$ cat config.mk
export PLATFORM = sky130hd
export DESIGN_NAME = regfile_wport_arbiter
export DESIGN_NICKNAME = d
export VERILOG_FILES = /design/src/rtl/regfile_wport_arbiter_pkg.sv /design/src/rtl/regfile_wq_fifo.sv /design/src/rtl/regfile_wport_arbiter.sv
export SDC_FILE = /design/constraint.sdc
export NUM_CORES = 1
export LEC_CHECK = 0
export CAP_MARGIN = 20
export CORE_MARGIN = 5
export CORE_UTILIZATION = 42
export CTS_CLUSTER_DIAMETER = 200
export DETAILED_ROUTE_END_ITERATION = 8
export GPL_TIMING_DRIVEN = 0
export PLACE_DENSITY = 0.76
export SYNTH_ARGS = -nofsm -noshare
export SYNTH_HDL_FRONTEND = slang
export SYNTH_HIERARCHICAL = 1
export SYNTH_SLANG_ARGS = --single-unit
$ cat constraint.sdc
create_clock -name clk -period 2.8 [get_ports clk]
set_input_delay 0.28 -clock clk [delete_from_list [all_inputs] [get_ports clk]]
set_output_delay 0.28 -clock clk [all_outputs]
set_load 0.02 [all_outputs]
$ cat src/rtl/regfile_wport_arbiter_pkg.sv
// Shared constants and types for the register-file write-port arbiter.
// Holds the register bus widths, the arbiter defaults and the reset polarity.
package regfile_wport_arbiter_pkg;

  localparam int RegAddrW   = 5;
  localparam int RegDataW   = 32;
  localparam int RegNumLog2 = 5;

  localparam logic        WriteEnable  = 1'b1;
  localparam logic        WriteDisable = 1'b0;
  localparam logic [31:0] ZeroWord     = 32'h0000_0000;

  localparam int ArbStarveMax = 4;
  localparam int ArbFifoDepth = 2;

  localparam logic RstEnable_n  = 1'b0;
  localparam logic RstDisable_n = 1'b1;

  typedef enum logic [1:0] {
    GRANT_NONE = 2'd0,
    GRANT_WB   = 2'd1,
    GRANT_FIFO = 2'd2
  } grant_e;

endpackage

$ cat src/rtl/regfile_wq_fifo.sv
// Queue of pending long-latency register writes, drained in arrival order.
// Also answers "is this address still waiting to be written?" for two lookups.
module regfile_wq_fifo
  import regfile_wport_arbiter_pkg::*;
#(
  parameter int DEPTH  = ArbFifoDepth,
  parameter int ADDR_W = RegAddrW,
  parameter int DATA_W = RegDataW
) (
  input  logic                    clk,
  input  logic                    rst,
  input  logic                    push_i,
  input  logic [ADDR_W-1:0]       push_addr_i,
  input  logic [DATA_W-1:0]       push_data_i,
  input  logic                    pop_i,
  output logic [ADDR_W-1:0]       head_addr_o,
  output logic [DATA_W-1:0]       head_data_o,
  output logic [$clog2(DEPTH):0]  count_o,
  output logic [$clog2(DEPTH):0]  count_next_o,
  input  logic [ADDR_W-1:0]       match_addr1_i,
  input  logic [ADDR_W-1:0]       match_addr2_i,
  output logic                    match1_o,
  output logic                    match2_o
);

  localparam int PW = $clog2(DEPTH);
  localparam int CW = PW + 1;

  logic [ADDR_W-1:0] addr_q [DEPTH];
  logic [DATA_W-1:0] data_q [DEPTH];
  logic [PW-1:0]     head_q, head_d;
  logic [PW-1:0]     tail_q, tail_d;
  logic [CW-1:0]     count_q, count_d;
  logic [DEPTH-1:0]  live;

  // Pointer and occupancy next-state
  always_comb begin
    head_d  = head_q;
    tail_d  = tail_q;
    count_d = count_q;
    case ({push_i, pop_i})
      2'b10: begin
        tail_d  = tail_q + PW'(1);
        count_d = count_q + CW'(1);
      end
      2'b01: begin
        head_d  = head_q + PW'(1);
        count_d = count_q - CW'(1);
      end
      2'b11: begin
        tail_d = tail_q + PW'(1);
        head_d = head_q + PW'(1);
      end
      default: begin
        count_d = count_q;
      end
    endcase
  end

  // Pointer and occupancy registers
  always_ff @(posedge clk) begin
    if (rst == RstEnable_n) begin
      head_q  <= {PW{1'b0}};
      tail_q  <= {PW{1'b0}};
      count_q <= {CW{1'b0}};
    end else begin
      head_q  <= head_d;
      tail_q  <= tail_d;
      count_q <= count_d;
    end
  end

  // Entry storage; stale slots are masked by the live vector, so no reset
  always_ff @(posedge clk) begin
    if (push_i) begin
      addr_q[tail_q] <= push_addr_i;
      data_q[tail_q] <= push_data_i;
    end
  end

  // A slot is live when its distance from the head is below the occupancy
  always_comb begin
    live = {DEPTH{1'b0}};
    for (int i = 0; i < DEPTH; i++) begin
      live[i] = ({1'b0, (PW'(i) - head_q)} < count_q);
    end
  end

  // Pending-address lookup against live slots only
  always_comb begin
    match1_o = 1'b0;
    match2_o = 1'b0;
    for (int i = 0; i < DEPTH; i++) begin
      match1_o = match1_o | (live[i] && (addr_q[i] == match_addr1_i)
                             && (match_addr1_i != {ADDR_W{1'b0}}));
      match2_o = match2_o | (live[i] && (addr_q[i] == match_addr2_i)
                             && (match_addr2_i != {ADDR_W{1'b0}}));
    end
  end

  assign head_addr_o  = addr_q[head_q];
  assign head_data_o  = data_q[head_q];
  assign count_o      = count_q;
  assign count_next_o = count_d;

endmodule

$ cat src/rtl/regfile_wport_arbiter.sv
// Shares the register file write port: pipeline writeback wins, queued
// long-latency writes drain on free cycles, and starvation raises a stall.
module regfile_wport_arbiter
  import regfile_wport_arbiter_pkg::*;
#(
  parameter int DEPTH      = ArbFifoDepth,
  parameter int MAX_STARVE = ArbStarveMax,
  parameter int ADDR_W     = RegAddrW,
  parameter int DATA_W     = RegDataW
) (
  input  logic                   clk,
  input  logic                   rst,
  input  logic                   wb_we,
  input  logic [ADDR_W-1:0]      wb_waddr,
  input  logic [DATA_W-1:0]      wb_wdata,
  input  logic                   lu_valid,
  input  logic [ADDR_W-1:0]      lu_waddr,
  input  logic [DATA_W-1:0]      lu_wdata,
  output logic                   lu_ready,
  output logic                   rf_we,
  output logic [ADDR_W-1:0]      rf_waddr,
  output logic [DATA_W-1:0]      rf_wdata,
  input  logic [ADDR_W-1:0]      raddr1,
  input  logic [ADDR_W-1:0]      raddr2,
  output logic                   pend1,
  output logic                   pend2,
  output logic                   stall_req,
  output logic [$clog2(DEPTH):0] lu_count
);

  localparam int CW = $clog2(DEPTH) + 1;
  localparam int SW = $clog2(MAX_STARVE + 1);

  grant_e            grant;
  logic              run;
  logic              wb_hold;
  logic              fifo_empty;
  logic              push;
  logic              pop;
  logic [CW-1:0]     fifo_count;
  logic [CW-1:0]     fifo_count_next;
  logic [ADDR_W-1:0] head_addr;
  logic [DATA_W-1:0] head_data;
  logic              match1;
  logic              match2;
  logic [SW-1:0]     starve_q, starve_d;
  logic              stall_q, stall_d;

  assign run        = (rst == RstDisable_n);
  assign wb_hold    = wb_we && (wb_waddr != {ADDR_W{1'b0}});
  assign fifo_empty = (fifo_count == {CW{1'b0}});
  assign lu_ready   = run && (fifo_count < CW'(DEPTH));
  // Address-0 requests complete the handshake but are dropped here
  assign push       = lu_valid && lu_ready && (lu_waddr != {ADDR_W{1'b0}});
  assign pop        = (grant == GRANT_FIFO);

  regfile_wq_fifo #(
    .DEPTH  (DEPTH),
    .ADDR_W (ADDR_W),
    .DATA_W (DATA_W)
  ) u_wq_fifo (
    .clk           (clk),
    .rst           (rst),
    .push_i        (push),
    .push_addr_i   (lu_waddr),
    .push_data_i   (lu_wdata),
    .pop_i         (pop),
    .head_addr_o   (head_addr),
    .head_data_o   (head_data),
    .count_o       (fifo_count),
    .count_next_o  (fifo_count_next),
    .match_addr1_i (raddr1),
    .match_addr2_i (raddr2),
    .match1_o      (match1),
    .match2_o      (match2)
  );

  // Port grant: writeback first, then queue head
  always_comb begin
    grant = GRANT_NONE;
    if (!run) begin
      grant = GRANT_NONE;
    end else if (wb_hold) begin
      grant = GRANT_WB;
    end else if (!fifo_empty) begin
      grant = GRANT_FIFO;
    end else begin
      grant = GRANT_NONE;
    end
  end

  // Write-port mux
  always_comb begin
    rf_we    = WriteDisable;
    rf_waddr = {ADDR_W{1'b0}};
    rf_wdata = {DATA_W{1'b0}};
    case (grant)
      GRANT_WB: begin
        rf_we    = WriteEnable;
        rf_waddr = wb_waddr;
        rf_wdata = wb_wdata;
      end
      GRANT_FIFO: begin
        rf_we    = WriteEnable;
        rf_waddr = head_addr;
        rf_wdata = head_data;
      end
      default: begin
        rf_we = WriteDisable;
      end
    endcase
  end

  // Starvation counter and stall request next-state
  always_comb begin
    starve_d = starve_q;
    stall_d  = stall_q;
    if (!fifo_empty && (grant == GRANT_WB)) begin
      starve_d = (starve_q == SW'(MAX_STARVE)) ? starve_q : (starve_q + SW'(1));
    end else begin
      starve_d = {SW{1'b0}};
    end
    if (starve_d == SW'(MAX_STARVE)) begin
      stall_d = 1'b1;
    end else if (fifo_count_next == {CW{1'b0}}) begin
      stall_d = 1'b0;
    end else begin
      stall_d = stall_q;
    end
  end

  // Starvation counter and stall request registers
  always_ff @(posedge clk) begin
    if (rst == RstEnable_n) begin
      starve_q <= {SW{1'b0}};
      stall_q  <= 1'b0;
    end else begin
      starve_q <= starve_d;
      stall_q  <= stall_d;
    end
  end

  assign stall_req = run && stall_q;
  assign pend1     = run && match1;
  assign pend2     = run && match2;
  assign lu_count  = run ? fifo_count : {CW{1'b0}};

endmodule

; Word level (Yosys, flattened, before mapping)
; Memories as Yosys holds them, arrays and structs flattened. A register that Yosys moved wholly into a read port is not among the register bits.
; Cells that the tools add are included.
[classes]
n_mux = 18
bitwise = 2
magnitude_cmp = 3
eq_ne = 11
n_reduce_logical = 27
n_addsub = 7
[op_table]
columns = operator, n
row1 = 32-bit one-hot mux with 2 select lines, 1
row2 = 5-bit == test, 4
row3 = 5-bit nonzero test, 4
row4 = 1-bit logical AND, 16
row5 = 5-bit one-hot mux with 2 select lines, 1
row6 = 1-bit 2-to-1 mux, 9
row7 = 2-bit 2-to-1 mux, 4
row8 = 2-bit == test (second input constant), 3
row9 = 3-bit == test (second input constant), 2
row10 = 3-bit 2-to-1 mux, 2
row11 = 2-bit OR reduction, 3
row12 = 2-bit by 1-bit == test with 1-bit output (second input constant), 2
row13 = 2-bit logical NOT, 2
row14 = 1-bit by 2-bit < comparator with 1-bit output, 2
row15 = 2-bit one-hot mux with 2 select lines, 1
row16 = 3-bit by 1-bit adder with 3-bit output (second input constant), 1
row17 = 1-bit adder (second input constant), 2
row18 = 2-bit by 1-bit adder with 2-bit output (second input constant), 1
row19 = 2-bit < comparator (second input constant), 1
row20 = 1-bit bitwise OR, 2
row21 = 2-bit nonzero test, 1
row22 = 1-bit subtractor (first input constant), 2
row23 = 2-bit by 1-bit subtractor with 2-bit output (second input constant), 1
row24 = 1-bit logical NOT, 1
[word_totals]
wordCells = 75
out_inout_bits = 44
ram_bits = 74
regBits = 8
input_bits = 88
n_memories = 2
[mem_list]
columns = name, words, word_bits, read_ports, rd_ports_with_merged_regs, write_ports, line_no
row1 = u_wq_fifo.data_q, 2, 32, 1, 1, 1, regfile_wq_fifo.sv:30  ; logic [DATA_W-1:0] data_q [DEPTH];
row2 = u_wq_fifo.addr_q, 2, 5, 3, 1, 1, regfile_wq_fifo.sv:29  ; logic [ADDR_W-1:0] addr_q [DEPTH];

; Longest topological paths before layout
; Gate-level depths: netlist of run 1.
[depth]
ltp_word = 10
ltp_mapped = 11
ltp_nobuf = 10

; Hierarchy
; Netlist of run 1, hierarchy kept.
[modules_own_cells]
columns = module, instances, area_per_inst_um2, cells_each
row1 = regfile_wq_fifo, 1, 3174.3, 176
row2 = regfile_wport_arbiter, 1, 1011.0, 160

; Worst setup path after synthesis of run 1
; OpenSTA, ideal clock, no wires.
[synth_timing]
path_kind = input -> register
startpoint = input rst
endpoint = memory u_wq_fifo/addr_q[0][0] (netlist name), enable pin
path_stages = 6
path_slack_ns = -0.528
arrival_ns = 2.897
setup_time_ns = 0.431
path_buffers = 1
t_required_ns = 2.369
path_cell_list = clkbuf_1 > nor2b_1 > nand2_1 > a21oi_1 > inv_1 > nor2_1
[synth_via]
elab_chain_len = 5
[synth_lines]
columns = element, line_no
row1 = start: declaration, regfile_wport_arbiter.sv:12  ; input logic rst,
row2 = 1-bit logical AND, regfile_wport_arbiter.sv:52  ; assign lu_ready = run && (fifo_count < CW'(DEPTH));
row3 = net lu_ready, regfile_wport_arbiter.sv:19  ; output logic lu_ready,
row4 = 1-bit logical AND (2 in series), regfile_wport_arbiter.sv:54  ; assign push = lu_valid && lu_ready && (lu_waddr != {ADDR_W{1'b0}});
row5 = net push, regfile_wport_arbiter.sv:38  ; logic push;
row6 = 1-bit 2-to-1 mux, regfile_wq_fifo.sv:75  ; if (push_i) begin
row7 = 1-bit 2-to-1 mux (not written as such), regfile_wq_fifo.sv:76  ; addr_q[tail_q] <= push_addr_i;
row8 = end: declaration, regfile_wq_fifo.sv:29
; The timed path passes the listed nets, and every way through them passes these cells.

; Final worst setup path of run 1
[layout_timing]
startpoint = input wb_waddr[0]
endpoint = output rf_wdata[5]
[layout_via]
elab_chain_len = 6
word_cells_on_any_way = 7
cone_classes = eq/ne (2) / mux (3) / reduce/logical (2)
[layout_lines]
columns = element, line_no
row1 = start: declaration, regfile_wport_arbiter.sv:14  ; input logic [ADDR_W-1:0] wb_waddr,
row2 = 5-bit nonzero test *, regfile_wport_arbiter.sv:50  ; assign wb_hold = wb_we && (wb_waddr != {ADDR_W{1'b0}});
row3 = 1-bit logical AND *, regfile_wport_arbiter.sv:50
row4 = 2-bit 2-to-1 mux *, regfile_wport_arbiter.sv:83  ; end else if (wb_hold) begin
row5 = 2-bit 2-to-1 mux *, regfile_wport_arbiter.sv:81  ; if (!run) begin
row6 = 2-bit == test or 2-bit by 1-bit == test with 1-bit output (tied branches), regfile_wport_arbiter.sv:97  ; case (grant)
row7 = 32-bit one-hot mux with 2 select lines *, regfile_wport_arbiter.sv:97
row8 = end: declaration, regfile_wport_arbiter.sv:22  ; output logic [DATA_W-1:0] rf_wdata,
; Every way passes the cells marked *; elsewhere a longest branch is shown, timed or not.

==> results of run 1 <==
==> final timing paths <==
| kind | slack, ns | start | depth (start not counted) | to |
|---|---|---|---|---|
| worst max register to register | 0.63 | u_wq_fifo/count_o[0] | 9 | stall_q |
| worst min-delay path | 0.42 | wb_we | 3 | starve_q[2] |
| worst max-delay path | 0.14 | wb_waddr[0] | 6 | rf_wdata[5] |
| worst min register to register | 0.61 | starve_q[2] | 2 | starve_q[2] |
==> worst register-to-register path: cells and delay by family (launching register included) <==
| family | cells | cell delay (ns) |
|---|---|---|
| and+or+nand+nor | 2 | 0.28 |
| buffers and inverters | 1 | 0.27 |
| adders and majority gates | 1 | 0.21 |
| AOI/OAI and AO/OA | 3 | 0.57 |
| DFF | 1 | 0.45 |
| xor gates and xnor gates | 2 | 0.28 |
==> state kept, by name, summed over array words and instances (netlist names), named ones only <==
signal             count
u_wq_fifo/data_q      64
u_wq_fifo/addr_q      10
starve_q               3
u_wq_fifo/count_o      2
stall_q                1
u_wq_fifo/head_q       1
u_wq_fifo/tail_q       1
==> synthesized netlist by cell type <==
cell type	n	share of area [%]
buf_2	1	0.12
a21o_1	1	0.18
dfxtp_1	9	4.3
inv_1	4	0.36
or4_4	1	0.27
nor4_1	4	0.60
edfxtp_1	74	53
buf_8	3	1.1
and3_1	4	0.60
and2_1	9	1.3
buf_4	3	0.54
o21a_1	2	0.36
a21boi_0	1	0.18
and3b_1	1	0.21
a21oi_1	4	0.48
o31ai_1	1	0.18
xnor2_1	8	1.7
o21ai_0	10	1.2
or4_1	2	0.36
ha_1	5	1.5
nor3_1	2	0.24
xor2_1	15	3.1
or3_1	2	0.30
o21ai_4	1	0.39
o211ai_1	3	0.54
mux2_2	37	10
nand2_1	70	6.3
clkbuf_1	8	0.72
nand3_1	7	0.84
nor2b_1	3	0.45
nor2_1	6	0.54
nand3b_1	1	0.18
buf_1	2	0.18
mux2i_1	32	7.7
==> power by group through the flow <==
| stage | sequential [mW] | clock [mW] | combinational (mW) |
|---|---|---|---|
| 2_1_floorplan | 1.46 | 0 | 0.334 |
| 3_3_place_gp | 1.47 | 0 | 0.627 |
| 3_5_place_dp | 1.47 | 0 | 0.653 |
| 4_1_cts | 1.44 | 0.814 | 0.627 |
| 5_1_grt | 1.44 | 0.875 | 0.667 |
| 6_report | 1.44 | 0.796 | 0.617 |
==> metal layers <==
layer | vias up | routed length, um
met4 | 0 | 195
met2 | 86 | 5650
met5 | - | 0
li1 | 1494 | -
met1 | 1450 | 3960
met3 | 18 | 505
==> cell usage in the layout, fill, tap and decap left out, types with 4 or more instances in the layout <==
cell type,instances
dlygate4sd2_1,37
clkbuf_1,7
dfxtp_1,9
buf_4,4
nor2_1,5
xnor2_1,8
nor4_1,4
and3_1,4
mux2_2,37
inv_1,4
o21ai_0,10
mux2i_1,32
ha_1,5
nand2_1,70
nand3_1,7
edfxtp_1,74
and2_1,8
a21oi_1,4
xor2_1,15
clkdlybuf4s50_1,92
clkbuf_8,9
==> kinds of logic (layout without fill, tap and decap cells) <==
family,count (synthesis),after routing
mux,69,69
compound gates,23,23
xor+xnor,23,23
fa+ha+maj,5,5
buf+inv,21,169
simple gates,112,112
flops,83,83
==> final cells by class <==
| class | count | area, um^2 |
|---|---|---|
| tap | 133 | 166 |
| multi-input combinational | 232 | 1670 |
| clock buffer | 11 | 131 |
| fill | 852 | 3870 |
| clock inverter | 4 | 42.5 |
| inverter | 4 | 15.0 |
| buffer | 17 | 116 |
| timing repair buffer | 133 | 1320 |
| sequential | 83 | 2400 |
==> timing repair <==
action	CTS	global route
gates resized for setup	42	1
setup buffers	1	0
pin swaps	1	0
endpoints found under the setup margin	38	1
==> metrics.txt, run 1 <==
met1 usage 18.9%; worst skew pair latency 0.35 ns; GPL Wtd Cong between 0.8 and 0.9; cts hold-fix bufs 0; total gr overflow 0; sequential share of power 50.4%; vias in the first global route 3203; Simple-Gate Fraction of Synth Area between 10 and 15%; M3 GR Usage approximately 3.7%; NetSw 726 uW; worst hold slack 0.419 ns; GR peak layer met2; Die Y 110 um; WS Path Type in -> out; Finished Layout Cells 617; synthesized area 4190 um^2; total power between 2 and 3 mW; DRC 0; DR vias 3048; Post-DP Area 5720 um^2; Clk network pwr share 27.9%; Final ANT Viol Nets 0; Layout Utilization 60.2%; Post-Synth Adder-Cell Area about 1.5%; CP required between 2 and 3 ns; gr usage total 17.4%; Initial DRC Count 59; synthesized area per cell approximately 12 um^2; endpoint class of the critical path primary output; largest net degree at the start of global routing 22; Synth Net Count 429; DIE AREA 12100 um^2; number of buffers created by CTS 9; post-DP HPWL about 8000 um; final number of hold-violating endpoints 0; cell count after placement 601; Final WS setup 0.144 ns; peak per-stage delay on the critical path a little under 0.6 ns; Pins Over Slew Limit 0; synth warn 6; pre-CTS setup slack -0.412 ns; Power Internal 2.13 mW; Ports 132; Clock Pin Slew Worst Setup and Hold Paths 0.08 ns; Die W 110 um; Slew HR 60.0%; Static Leakage approximately 2.3 nW; CTS tree yes; Final Critical Period roughly 2.7 ns; Crit path max-delay family buffers and inverters; fin nets 573; crit path cell chain clkdlybuf4s50_1, or4_4, o21ai_4, buf_4, mux2i_1, dlygate4sd2_1; sequential element share of the synthesized area a little under three fifths; Comb pwr share 21.6%; RSZ-0062 raised after global routing no; flops & latches, synth 83; final wirelength around 10000 um; Synth Area in XOR/XNOR 4.81%; Hold Path Class in -> reg; clk_skew around 0.0047 ns; crit start category primary input; Critical Path Fanout Max 4; compound-cell area share of the yosys netlist 3.50%; Total Neg Setup Slack 0 ns; Syn Inst Count 336; arrival time worst endpoint 2.38 ns; multiplexer share of the synthesized area approximately 18%; core area 9730 um^2; final period utilization 94.8%; crit path buf inv count 3; largest family of logic cells by synthesized area multiplexers; worst vdd ir 0.302 mV; row count 36; drt pass-1 iters 4; met2 Usage GRT 32.6%; first-pass GRT wire length 15700 um; clock sink total 83; Clock Tree Buf Depth 2; Fmax 377 MHz; Area growth, synth to finish 40.0%; initial antenna violation count 0; ant diodes 0; max_cap viols 0; Synth cell types 34; cell area after layout 5860 um^2; Least-Margin Pin Slew around 0.60 ns; Net Sw Frac 25.5%; IO buf count 130; layout cells sized above 1 about 14%; htree depth 3; Root Driver clkbuf_8; Avg WL per Cell 16.7 um; routed vias/inst 4.94; status completed; slowest CP cell or4_4; PwrDens 487 nW/um^2; initial cell density of the core between 40% and 50%; final setup fails 0
Power figures use the tool's default switching activity.
==> inputs of run 2 (changes only) <==
- CAP_MARGIN: 20 -> default
==> results of run 2 <==
Final layout, timing and power as in run 1 (identical DEF).
==> inputs of run 3 (changes only) <==
- ABC_AREA: default -> 1
- PLACE_DENSITY: 0.76 -> 0.77
==> metrics.txt, run 3 <==
Least-Margin Pin Slew 0.865 ns (was 0.599 ns); Root Driver clkbuf_8 (unchanged); Syn Inst Count 414 (was 336); total gr overflow 0 (unchanged); max reg flops 64 (unchanged); final wirelength 10400 um (was 10300 um); gr usage total 17.9% (was 17.4%); Top reg by flops u_wq_fifo/data_q (unchanged); drt pass-1 iters 4 (unchanged); number of buffers created by CTS 9 (unchanged); core area 9640 um^2 (was 9730 um^2); total power 2.81 mW (was 2.85 mW); Fmax 376 MHz (was 377 MHz); Hold Path Class in -> reg (unchanged); post-DP HPWL 7710 um (was 7870 um); Clock Tree Buf Depth 2 (unchanged); row count 36 (unchanged); Reg area 2400 um^2 (unchanged); synth warn 6 (unchanged); IO buf count 131 (was 130); Clock Pin Slew Worst Setup and Hold Paths 0.08 ns (about the same); clk_skew 0.00923 ns (was 0.00472 ns); Final ANT Viol Nets 0 (unchanged); Final Critical Period 2.66 ns (about the same); Slew HR 42.3% (was 60.0%); synthesized area 4110 um^2 (was 4190 um^2); worst vdd ir 0.321 mV (was 0.302 mV); top flop regs u_wq_fifo/data_q: 64 flops, u_wq_fifo/addr_q: 10 flops, starve_q: 3 flops (unchanged); final number of hold-violating endpoints 0 (unchanged); DRC 0 (unchanged); status completed (unchanged); final setup fails 0 (unchanged); PwrDens 477 nW/um^2 (was 487 nW/um^2); Pins Over Slew Limit 0 (unchanged); arrival time worst endpoint 2.38 ns (about the same); CP required 2.52 ns (about the same); Ports 132 (unchanged); Fillers 830 (was 852); top cells by area, synth edfxtp_1 54%, nand2_1 16%, mux2_2 8.8%, dfxtp_1 4.4%, inv_1 3.5% (was edfxtp_1 53%, mux2_2 10%, mux2i_1 7.7%, nand2_1 6.3%, dfxtp_1 4.3%); share of the synthesized area in the top cell type 54.0% (was 53.1%); leading area contributor after synthesis edfxtp_1 (unchanged); CTS tree yes (unchanged); DIE AREA 11900 um^2 (was 12100 um^2); Synth Flop Type edfxtp_1 (unchanged); cts hold-fix bufs 0 (unchanged); EDFF count, synth 74 (unchanged); clock sink total 83 (unchanged); cell area after layout 5880 um^2 (was 5860 um^2); crit start category primary input (unchanged); Avg WL per Cell 14.9 um (was 16.7 um); first-pass GRT wire length 16000 um (was 15700 um); htree depth 3 (unchanged); RSZ-0062 raised after global routing no (unchanged); final period utilization 94.9% (was 94.8%); sequential element share of the synthesized area 58.4% (was 57.4%); worst skew pair latency 0.35 ns (about the same); most frequent cells in the layout 177 x nand2_1, 116 x clkdlybuf4s50_1, 74 x edfxtp_1, 37 x inv_1, 32 x mux2_2 (was 92 x clkdlybuf4s50_1, 74 x edfxtp_1, 70 x nand2_1, 37 x dlygate4sd2_1, 37 x mux2_2); vias in the first global route 3364 (was 3203); Die W 109 um (was 110 um); fin nets 652 (was 573); largest net degree at the start of global routing 38 (was 22); initial antenna violation count 0 (unchanged); Static Leakage 2.65 nW (was 2.29 nW); Area growth, synth to finish 43.0% (was 40.0%); Initial DRC Count 133 (was 59); WS Path Type in -> out (unchanged); synthesized area per cell 9.93 um^2 (was 12.5 um^2); multi-input logic area 1470 um^2 (was 1670 um^2); Async SR Flop Fraction 0% (unchanged); Synth Net Count 507 (was 429); max_cap viols 0 (unchanged); list of most frequent post-synthesis cells 177 x nand2_1, 74 x edfxtp_1, 38 x inv_1 (was 74 x edfxtp_1, 70 x nand2_1, 37 x mux2_2); most numerous cell in the Yosys netlist nand2_1 (was edfxtp_1); endpoint class of the critical path primary output (unchanged); Die Y 109 um (was 110 um); routed vias/inst 4.64 (was 4.94); flops & latches, synth 83 (unchanged); ant diodes 0 (unchanged); Synth cell types 25 (was 34); Critical Path Fanout Max 10 (was 4); most common cell after layout, fill and taps aside nand2_1 (was clkdlybuf4s50_1); GPL Wtd Cong 0.882 (was 0.838); layout cells sized above 1 12.6% (was 13.8%); Post-DP Area 5630 um^2 (was 5720 um^2); initial cell density of the core 42.7% (was 43.0%); DR vias 3231 (was 3048)
[run 3: cell types whose count changed in the layout (fill, tap and decap cells not counted), moves of 7 or more]
cell / change
mux2i_1: -32
clkdlybuf4s50_1: +24
inv_1: +33
xnor2_1: -7
dlymetal6s2s_1: +14
nor2_1: +16
nand2_1: +107
clkbuf_1: -7
dlygate4sd2_1: -37
and2_1: -7
[run 3: cells by family after synthesis]
logic type,Yosys count,synth area share (%)
AOI/OAI and AO/OA,13,1.70
and+or+nand+nor,218,20.9
DFF,83,58.4
buffers and inverters,52,6.15
muxes,32,8.76
xor gates and xnor gates,11,2.53
adders and majority gates,5,1.52
[run 3: report_power, final]
group | total, mW | internal (mW) | switching [mW]
clock network | 0.860 | 0.416 | 0.444
registers | 1.42 | 1.40 | 0.0196
logic | 0.524 | 0.273 | 0.251
[run 3: area by class of cell]
class | count | share of cell area [%]
clock buffers | 9 | 2.11
inverters | 40 | 2.55
flip-flops and latches | 83 | 40.8
multi-input cells | 279 | 24.9
well taps | 133 | 2.83
repair buffers | 134 | 23.7
plain buffers | 12 | 1.83
clock inverters | 7 | 1.28
[run 3: per-stage QoR]
step	utilization (%)	TNS, ns	instances	hold slack (ns)	worst slack [ns]
after CTS	60.6	0	697	0.479	0.0219
after global placement	58.0	-36.98	678	0.522	-0.705
after global routing	61.0	0	697	0.480	0.00244
final	61.0	0	697	0.501	0.143
after detailed placement	58.4	-0.289	679	0.543	-0.0529
after floorplan	-	0	414	0.379	0.458
[run 3: what timing repair did]
| item | in CTS | in global routing |
|---|---|---|
| gates resized for setup | 0 | 17 |
| pin swaps | 1 | 0 |
| gates cloned | 0 | 0 |
| buffers inserted | 2 | 0 |
| endpoints found under the setup margin | 10 | 24 |
[run 3: worst paths after layout]
check / to / from / slack [ns] / cells after the start
min: u_wq_fifo/data_q[1][10] / lu_wdata[10] / 0.50 / 1
max reg2reg: stall_q / u_wq_fifo/count_o[0] / 0.82 / 11
min reg2reg: stall_q / stall_q / 0.55 / 4
max: rf_wdata[27] / wb_waddr[4] / 0.14 / 11
[run 3: critical path, cell delays in order]
cell	delay, ns
clkdlybuf4s50_1	0.47
nor2_1	0.12
nand3_1	0.17
nand2_2	0.15
nand2_1	0.09
inv_2	0.07
buf_6	0.16
buf_6	0.15
nand2_1	0.07
nand2_1	0.06
clkdlybuf4s50_1	0.59
[run 3: layer usage]
metal / vias to the layer above / GRT usage, % / part of all wire [%] / wire length [um]
li1: 1634 / - / - / -
met1: 1490 / 20.3 / 41 / 4250
met2: 95 / 32.3 / 51 / 5280
met3: 12 / 4.14 / 6.7 / 693
met4: 0 / 6.94 / 1.6 / 166
met5: - / 0 / 0 / 0
